File: src/rtl/ps2_host_tx.sv
// ps2_host_tx -- PS/2 host-to-device byte transmitter (open-drain line control).
// Sequence: inhibit the clock, request to send, shift 8 data bits + odd parity
// on device falling edges, release for the stop bit, then check the device ACK.
// Optional build macro PS2_TX_TIMEOUT_EN adds a device-clock watchdog.
module ps2_host_tx #(
    parameter int CLK_HZ     = 50_000_000,
    parameter int INHIBIT_US = 100,
    parameter int TIMEOUT_MS = 15
) (
    input  logic       clk,
    input  logic       rst,
    input  logic [7:0] tx_data,
    input  logic       tx_valid,
    output logic       tx_ready,
    input  logic       ps2_clk_in,
    input  logic       ps2_data_in,
    output logic       ps2_clk_oe,
    output logic       ps2_data_oe,
    output logic       tx_done,
    output logic       tx_error,
    output logic       busy
);

    localparam int INH_N = CLK_HZ / 1_000_000 * INHIBIT_US;
    localparam int INH_W = (INH_N > 1) ? $clog2(INH_N) : 1;

    typedef enum logic [2:0] {
        IDLE, INHIBIT, REQUEST, SHIFT, ACK, WAIT_IDLE
    } state_t;

    state_t             state, state_nx;
    logic               clk_s1, clk_s2, clk_prev;
    logic               data_s1, data_s2;
    logic               fall;
    logic [7:0]         shreg;
    logic               par;
    logic               bit_q;      // bit currently presented on the line
    logic [3:0]         edge_cnt;
    logic [INH_W-1:0]   inh_cnt;
    logic               inh_last;
    logic               accept;
    logic               timeout;

    assign tx_ready = (state == IDLE);
    assign busy     = (state != IDLE);
    assign accept   = tx_valid && tx_ready;
    assign fall     = clk_prev && !clk_s2;
    assign inh_last = (state == INHIBIT) && (inh_cnt == INH_W'(INH_N - 1));

    // Two-flop synchronizers for the pad senses plus a delayed clock for edge detect
    always_ff @(posedge clk or negedge rst) begin
        if (!rst) begin
            clk_s1   <= 1'b1;
            clk_s2   <= 1'b1;
            clk_prev <= 1'b1;
            data_s1  <= 1'b1;
            data_s2  <= 1'b1;
        end else begin
            clk_s1   <= ps2_clk_in;
            clk_s2   <= clk_s1;
            clk_prev <= clk_s2;
            data_s1  <= ps2_data_in;
            data_s2  <= data_s1;
        end
    end

`ifdef PS2_TX_TIMEOUT_EN
    localparam int WD_N = CLK_HZ / 1000 * TIMEOUT_MS;
    localparam int WD_W = (WD_N > 1) ? $clog2(WD_N) : 1;

    logic [WD_W-1:0] wd_cnt;
    logic            wd_run;

    // Watchdog runs from REQUEST onward; held clear until then and on each device edge
    assign wd_run  = (state != IDLE) && (state != INHIBIT);
    assign timeout = wd_run && !fall && (wd_cnt == WD_W'(WD_N - 1));

    // Watchdog counter
    always_ff @(posedge clk or negedge rst) begin
        if (!rst)
            wd_cnt <= '0;
        else if (!wd_run || fall)
            wd_cnt <= '0;
        else if (!timeout)
            wd_cnt <= wd_cnt + 1'b1;
    end
`else
    // No watchdog: a silent device stalls the block until reset.
    // The expression is constant-false for any legal TIMEOUT_MS.
    assign timeout = (TIMEOUT_MS < 0);
`endif

    // State register
    always_ff @(posedge clk or negedge rst) begin
        if (!rst) state <= IDLE;
        else      state <= state_nx;
    end

    // Datapath: byte latch, inhibit timer, edge counter and presented bit
    always_ff @(posedge clk or negedge rst) begin
        if (!rst) begin
            shreg    <= '0;
            par      <= 1'b0;
            bit_q    <= 1'b1;
            edge_cnt <= '0;
            inh_cnt  <= '0;
        end else begin
            case (state)
                IDLE: begin
                    inh_cnt <= '0;
                    if (accept) begin
                        shreg <= tx_data;
                        par   <= ~^tx_data;
                    end
                end
                INHIBIT: inh_cnt <= inh_cnt + 1'b1;
                REQUEST: begin
                    edge_cnt <= '0;
                    bit_q    <= 1'b0;           // start bit
                end
                SHIFT: begin
                    if (fall) begin
                        if (edge_cnt != 4'hF) edge_cnt <= edge_cnt + 4'd1;
                        // edge k (= edge_cnt+1) presents data bit k-1, then parity, then stop
                        if (edge_cnt < 4'd8)       bit_q <= shreg[edge_cnt[2:0]];
                        else if (edge_cnt == 4'd8) bit_q <= par;
                        else                       bit_q <= 1'b1;
                    end
                end
                default: ;
            endcase
        end
    end

    // Next state and line/pulse outputs
    always_comb begin
        state_nx    = state;
        ps2_clk_oe  = 1'b0;
        ps2_data_oe = 1'b0;
        tx_done     = 1'b0;
        tx_error    = 1'b0;
        case (state)
            IDLE: if (accept) state_nx = INHIBIT;
            INHIBIT: begin
                ps2_clk_oe = 1'b1;
                if (inh_last) begin
                    ps2_data_oe = 1'b1;
                    state_nx    = REQUEST;
                end
            end
            REQUEST: begin
                ps2_data_oe = 1'b1;
                state_nx    = SHIFT;
            end
            SHIFT: begin
                ps2_data_oe = !bit_q;
                if (fall && edge_cnt == 4'd9) state_nx = ACK;
            end
            ACK: begin
                if (fall) begin
                    if (data_s2) begin
                        tx_error = 1'b1;
                        state_nx = IDLE;
                    end else begin
                        state_nx = WAIT_IDLE;
                    end
                end
            end
            WAIT_IDLE: begin
                if (clk_s2 && data_s2) begin
                    tx_done  = 1'b1;
                    state_nx = IDLE;
                end
            end
            default: state_nx = IDLE;
        endcase
        // Watchdog expiry overrides everything: release lines, report error
        if (timeout) begin
            state_nx    = IDLE;
            ps2_clk_oe  = 1'b0;
            ps2_data_oe = 1'b0;
            tx_done     = 1'b0;
            tx_error    = 1'b1;
        end
    end

endmodule

File: config.mk
export PLATFORM = sky130hd
export DESIGN_NAME = ps2_host_tx
export DESIGN_NICKNAME = d
export VERILOG_FILES = /design/src/rtl/ps2_host_tx.sv
export SDC_FILE = /design/constraint.sdc
export NUM_CORES = 1
export LEC_CHECK = 0
export CAP_MARGIN = 10
export CORE_MARGIN = 2
export CORE_UTILIZATION = 56
export CTS_CLUSTER_SIZE = 30
export DETAILED_ROUTE_END_ITERATION = 7
export PLACE_DENSITY = 0.81
export SLEW_MARGIN = 20
export SYNTH_ARGS = -nofsm -noshare
export SYNTH_HDL_FRONTEND = slang
export SYNTH_SLANG_ARGS = --single-unit
File: constraint.sdc
create_clock -name clk -period 2.8 [get_ports clk]
set_input_delay 0.42 -clock clk [delete_from_list [all_inputs] [get_ports clk]]
set_output_delay 0.42 -clock clk [all_outputs]
set_load 0.1 [all_outputs]
Yosys cells after proc, flatten, opt, wreduce, memory -nomap -nowiden --
Index checks and enable logic that the tools add are counted.
Word-level totals: register bits after elaboration 35, output and inout port bits 6
Cells by class: $add $sub $neg 2, magnitude comparators 2, equal/unequal tests 16, multiplexer cells 25, reduce and logical (&&, ||, !) cells 16
Operators with widths (count):
- case mux 13 bit (2 select lines) | 1
- 2-to-1 mux 3 bit | 6
- case mux 3 bit (6 select lines) | 1
- adder 13 x 1 -> 13 bit (second input constant) | 1
- == test 13 bit (second input constant) | 1
- inequality test 2 bit (second input constant) | 6
- 2-to-1 mux 1 bit | 11
- == test 4 bit (second input constant) | 2
- 2-to-1 mux 4 bit | 2
- case mux 4 bit (2 select lines) | 1
- XNOR reduction 8 bit | 1
- == test 3 x 2 -> 1 bit (second input constant) | 2
- == test 3 bit (second input constant) | 2
- logical AND 1 bit | 5
- AND reduction 5 bit | 1
- adder 4 x 1 -> 4 bit (second input constant) | 1
- < comparator 3 x 4 -> 1 bit (second input constant) | 1
- < comparator 4 bit (second input constant) | 1
- inequality test 4 bit (second input constant) | 1
- AND reduction 2 bit | 2
- nonzero test 2 bit | 2
- binary-select mux 1 bit (select 3 bit) | 1
- == test 3 x 1 -> 1 bit (second input constant) | 1
- zero test 3 bit | 1
- 6 further kinds | 7

Logic depth before layout (Yosys ltp) --
word-level depth 5, mapped depth 6, gate-level depth less buffers 6

Least setup slack after synthesis --
No wires, ideal clock.
path type register -> output, start point register state[0], end point output tx_error, arrival time 3.693 ns, required time 2.380 ns, setup slack -1.313 ns, stages on the path, launching flop included 4, path buffers 2, cell sequence dfrtp_1 -> clkbuf_1 -> clkbuf_1 -> nor4_1
On the way: word-level cells in the longest chain between the ends 2
RTL lines:
- start, declared | RTL line 31 | state_t state, state_nx;
- start signal, assigned | RTL line 96 | else state <= state_nx;
- == test 3 bit | RTL line 142 | case (state)
- 2-to-1 mux 1 bit | RTL line 142
- end, declared | RTL line 20 | output logic tx_error,
Every way passes these cells.

Final worst setup path --
start point register inh_cnt[3], end point output ps2_data_oe
On the way: word-level cells in the longest chain between the ends 4
RTL lines:
- start, declared | RTL line 39 | logic [INH_W-1:0] inh_cnt;
- start signal, assigned | RTL line 116 | INHIBIT: inh_cnt <= inh_cnt + 1'b1;
- == test 13 bit | RTL line 48 | assign inh_last = (state == INHIBIT) && (inh_cnt == INH_W'(INH_N - 1));
- logical AND 1 bit | RTL line 48
- 2-to-1 mux 1 bit | RTL line 146 | if (inh_last) begin
- case mux 1 bit (3 select lines) | RTL line 142
- end, declared | RTL line 18 | output logic ps2_data_oe,
Every way passes these cells.

==> impl_metrics.yaml <==
status:
  status: "finished, final reports clean"
yosys:
  synth_cells: 176
  ys.flop_type: "dfrtp_1"
  yosysSeqAreaShare_pct: 47.9
  async_flop_share_pct: 100
  ys_seq_elements: 35
  synth_edf_count: 0
  syn_avg_cell_area_um2: 10.5
  synthesis.area_um2: 1850
  synth_nets: 193
  synthDistinctLibCells: 43
  yosys_warnings: 0
critical_path:
  critPathBufInv: 1
  crit_arrival_ns: 2.12
  slowest_delay_ns: 0.56
  end_kind: "output port"
  critical_path.max_fanout: 6
  crit_required_ns: 2.38
  crit_type: "reg -> out"
  cp_cell_sequence: "or4_4 -> nor4_4 -> a22oi_1 -> nor2_2 -> buf_12"
  worst_path_max_delay_cell: "or4_4"
  worstSetupStartpointType: "flop"
  critical_path.top_delay_family: "simple AND/OR/NAND/NOR gates"
drt:
  drt_first_pass_iters: 4
  first_iter_violations: 175
  viasPerCell: 5.83
  drt-total-wl_um: 3520
  drc: 0
  vias: 1417
  ant_nets: 0
  wl_per_cell_um: 14.5
clock_tree:
  htreeDepth: 2
  root_buffer: "clkbuf_4"
  cts.path.max_buffers: 2
  cts_resized: 0
  insertion_delay_ns: 0.34
  cts_tree: "yes"
  postCtsSetupRepairBufs: 0
  cts_buffers: 5
  clk_transition_reported_paths_ns: 0.11
  postCtsHoldBufs: 0
  clkSinkCount: 35
pwr:
  p_clk_share_pct: 13.2
  comb_power_share_pct: 48.1
  switching_share_pct: 44.9
  leakage_nw: 0.879
  vdd_drop_max_mv: 0.436
  pwr-share-seq_pct: 38.7
  power.switching_mw: 0.916
  power_density_nw_per_um2: 948
  cellInternalPower_mw: 1.12
floorplanning:
  die_area_um2: 3770
  rows: 20
  start_util_pct: 59.5
  core_um2: 3100
  ioPinCount: 19
  die_w_um: 61.4
  die_h_um: 61.4
sta:
  layout_setup_ws_ns: 0.261
  final-setup-viol-count: 0
  fin_hold_ws_ns: 0.363
  finClkSkew_ns: 0.0160
  max_freq_ghz: 0.394
  hold_viol: 0
  fin_crit_ns: 2.54
  rsz0062_at_grt: "false"
  tightest_slew_ns: 0.503
  post-route-period-util_pct: 90.7
  maxSlewHeadroom_pct: 66.3
  slew_violations: 0
global_route:
  grt_pass1_wl_um: 6170
  track_usage_pct: 22.5
  grt_overflow_total: 0
  antenna_found_initial: 0
  grt_pass1_vias: 1377
  grt_max_degree: 36
cells_and_area:
  fill_cells: 251
  finalCoreUtilization_pct: 69.3
  antenna-diode-count: 0
  finalNetCount: 215
  fin_cells: 243
  multiInputGateArea_um2: 932
  synthToLayoutAreaGrowth_pct: 16.5
  drive_gt1_share_pct: 21.6
  regArea_um2: 883
placement:
  gp_congestion: 0.875
  dp_cells: 235
  dp_slack_ns: 0.635
  port_buffers: 18
  hpwl_um: 2540
hold_path:
  hold_path.class: "reg -> reg"
job:
  max-cap-violations: 0
==> kinds of logic after synthesis <==
group / synth area share [%]
AND/OR/NAND/NOR: 20.7
buffers and inverters: 2.44
AO/OA/AOI/OAI: 9.97
flip-flops: 47.9
multiplexers: 9.69
XOR/XNOR: 6.64
adder cells (fa/ha/maj): 2.71
==> metrics by stage <==
step | area (um^2) | power, mW | setup TNS [ns]
after global placement | 2100 | 1.74 | 0
after CTS | 2150 | 2.03 | 0
final | 2150 | 2.04 | 0
after global routing | 2150 | 2.16 | 0
after detailed placement | 2100 | 1.77 | 0
after floorplan | 1860 | 1.51 | -0.187
==> flip-flops by register name, summed over array words and instances, names as in the netlist <==
register,cells
edge_cnt,4
shreg,8
data_s1,1
clk_s2,1
clk_s1,1
bit_q,1
state,3
clk_prev,1
data_s2,1
inh_cnt,13
par,1
==> area by class of cell <==
type / count / share of cell area (%)
clock buffer: 8 / 2.27
sequential: 35 / 41.1
inverter: 7 / 1.22
multi-input combinational: 129 / 43.3
tap: 44 / 2.56
timing repair buffer: 20 / 9.54
==> metal layers <==
metal / share of wire (%) / vias to the layer above / track usage [%] / wire length, um
met1: 43 / 687 / 30.3 / 1520
met5: 0 / - / 0 / 0
met3: 5.8 / 4 / 6.72 / 205
met2: 50 / 56 / 35.3 / 1770
met4: 0.88 / 0 / 7.60 / 31
li1: - / 670 / - / -
==> layout by cell type (no fill, tap or decap), types with 5 or more instances in the layout <==
master,synthesis,layout
buf_4,0,6
clkbuf_4,0,5
clkdlybuf4s50_1,0,12
dfrtp_1,29,29
dfstp_2,6,6
inv_1,7,7
mux2_2,10,10
nand2_1,18,18
nand3_1,6,6
nor2_1,15,14
nor2b_1,5,5
o21ai_0,9,9
xnor2_1,8,8
xor2_1,6,6
==> power groups by stage <==
| stage | registers (mW) | clock network [mW] | logic, mW |
|---|---|---|---|
| after floorplan | 0.709 | 0 | 0.803 |
| after global placement | 0.784 | 0 | 0.954 |
| after detailed placement | 0.795 | 0 | 0.979 |
| after CTS | 0.786 | 0.266 | 0.980 |
| after global routing | 0.809 | 0.298 | 1.06 |
| final | 0.789 | 0.270 | 0.981 |
==> worst register-to-register path, stage by stage, from the launching register on <==
cell	delay [ns]
dfrtp_1	0.43
or4_4	0.56
nor4_4	0.31
nor2_2	0.06
a311oi_2	0.32
mux2_1	0.35
==> synthesized netlist by cell type (2+ instances only) <==
master	count	share of area [%]
nand2_1	18	3.7
xor2_1	6	2.8
mux4_2	2	2.4
o21ai_0	9	2.4
nand3_1	6	1.6
clkbuf_1	5	1.0
xnor2_1	8	3.8
dfstp_2	6	8.5
nor4_1	3	1.0
nand2b_1	2	0.68
or3_1	2	0.68
nor2b_1	5	1.7
and3_1	2	0.68
a31oi_1	3	1.0
nor3_1	3	0.81
o31ai_1	2	0.81
ha_1	4	2.7
a22o_1	4	1.9
mux2_2	10	6.1
inv_1	7	1.4
dfrtp_1	29	39
a21oi_1	3	0.81
nor2_1	15	3.1
nand4_1	3	1.0
==> path summary, 6_finish.rpt <==
path	start	to	slack, ns	depth (start not counted)
max	inh_cnt[3]	ps2_data_oe	0.26	5
min	data_s1	data_s2	0.36	0
max reg2reg	inh_cnt[3]	state[0]	0.65	5
min reg2reg	data_s1	data_s2	0.36	0
max in group asynchronous	rst	clk_s1	1.98	2
min in group asynchronous	rst	inh_cnt[9]	0.46	2
Note: power is estimated with default switching activity, not from simulation.
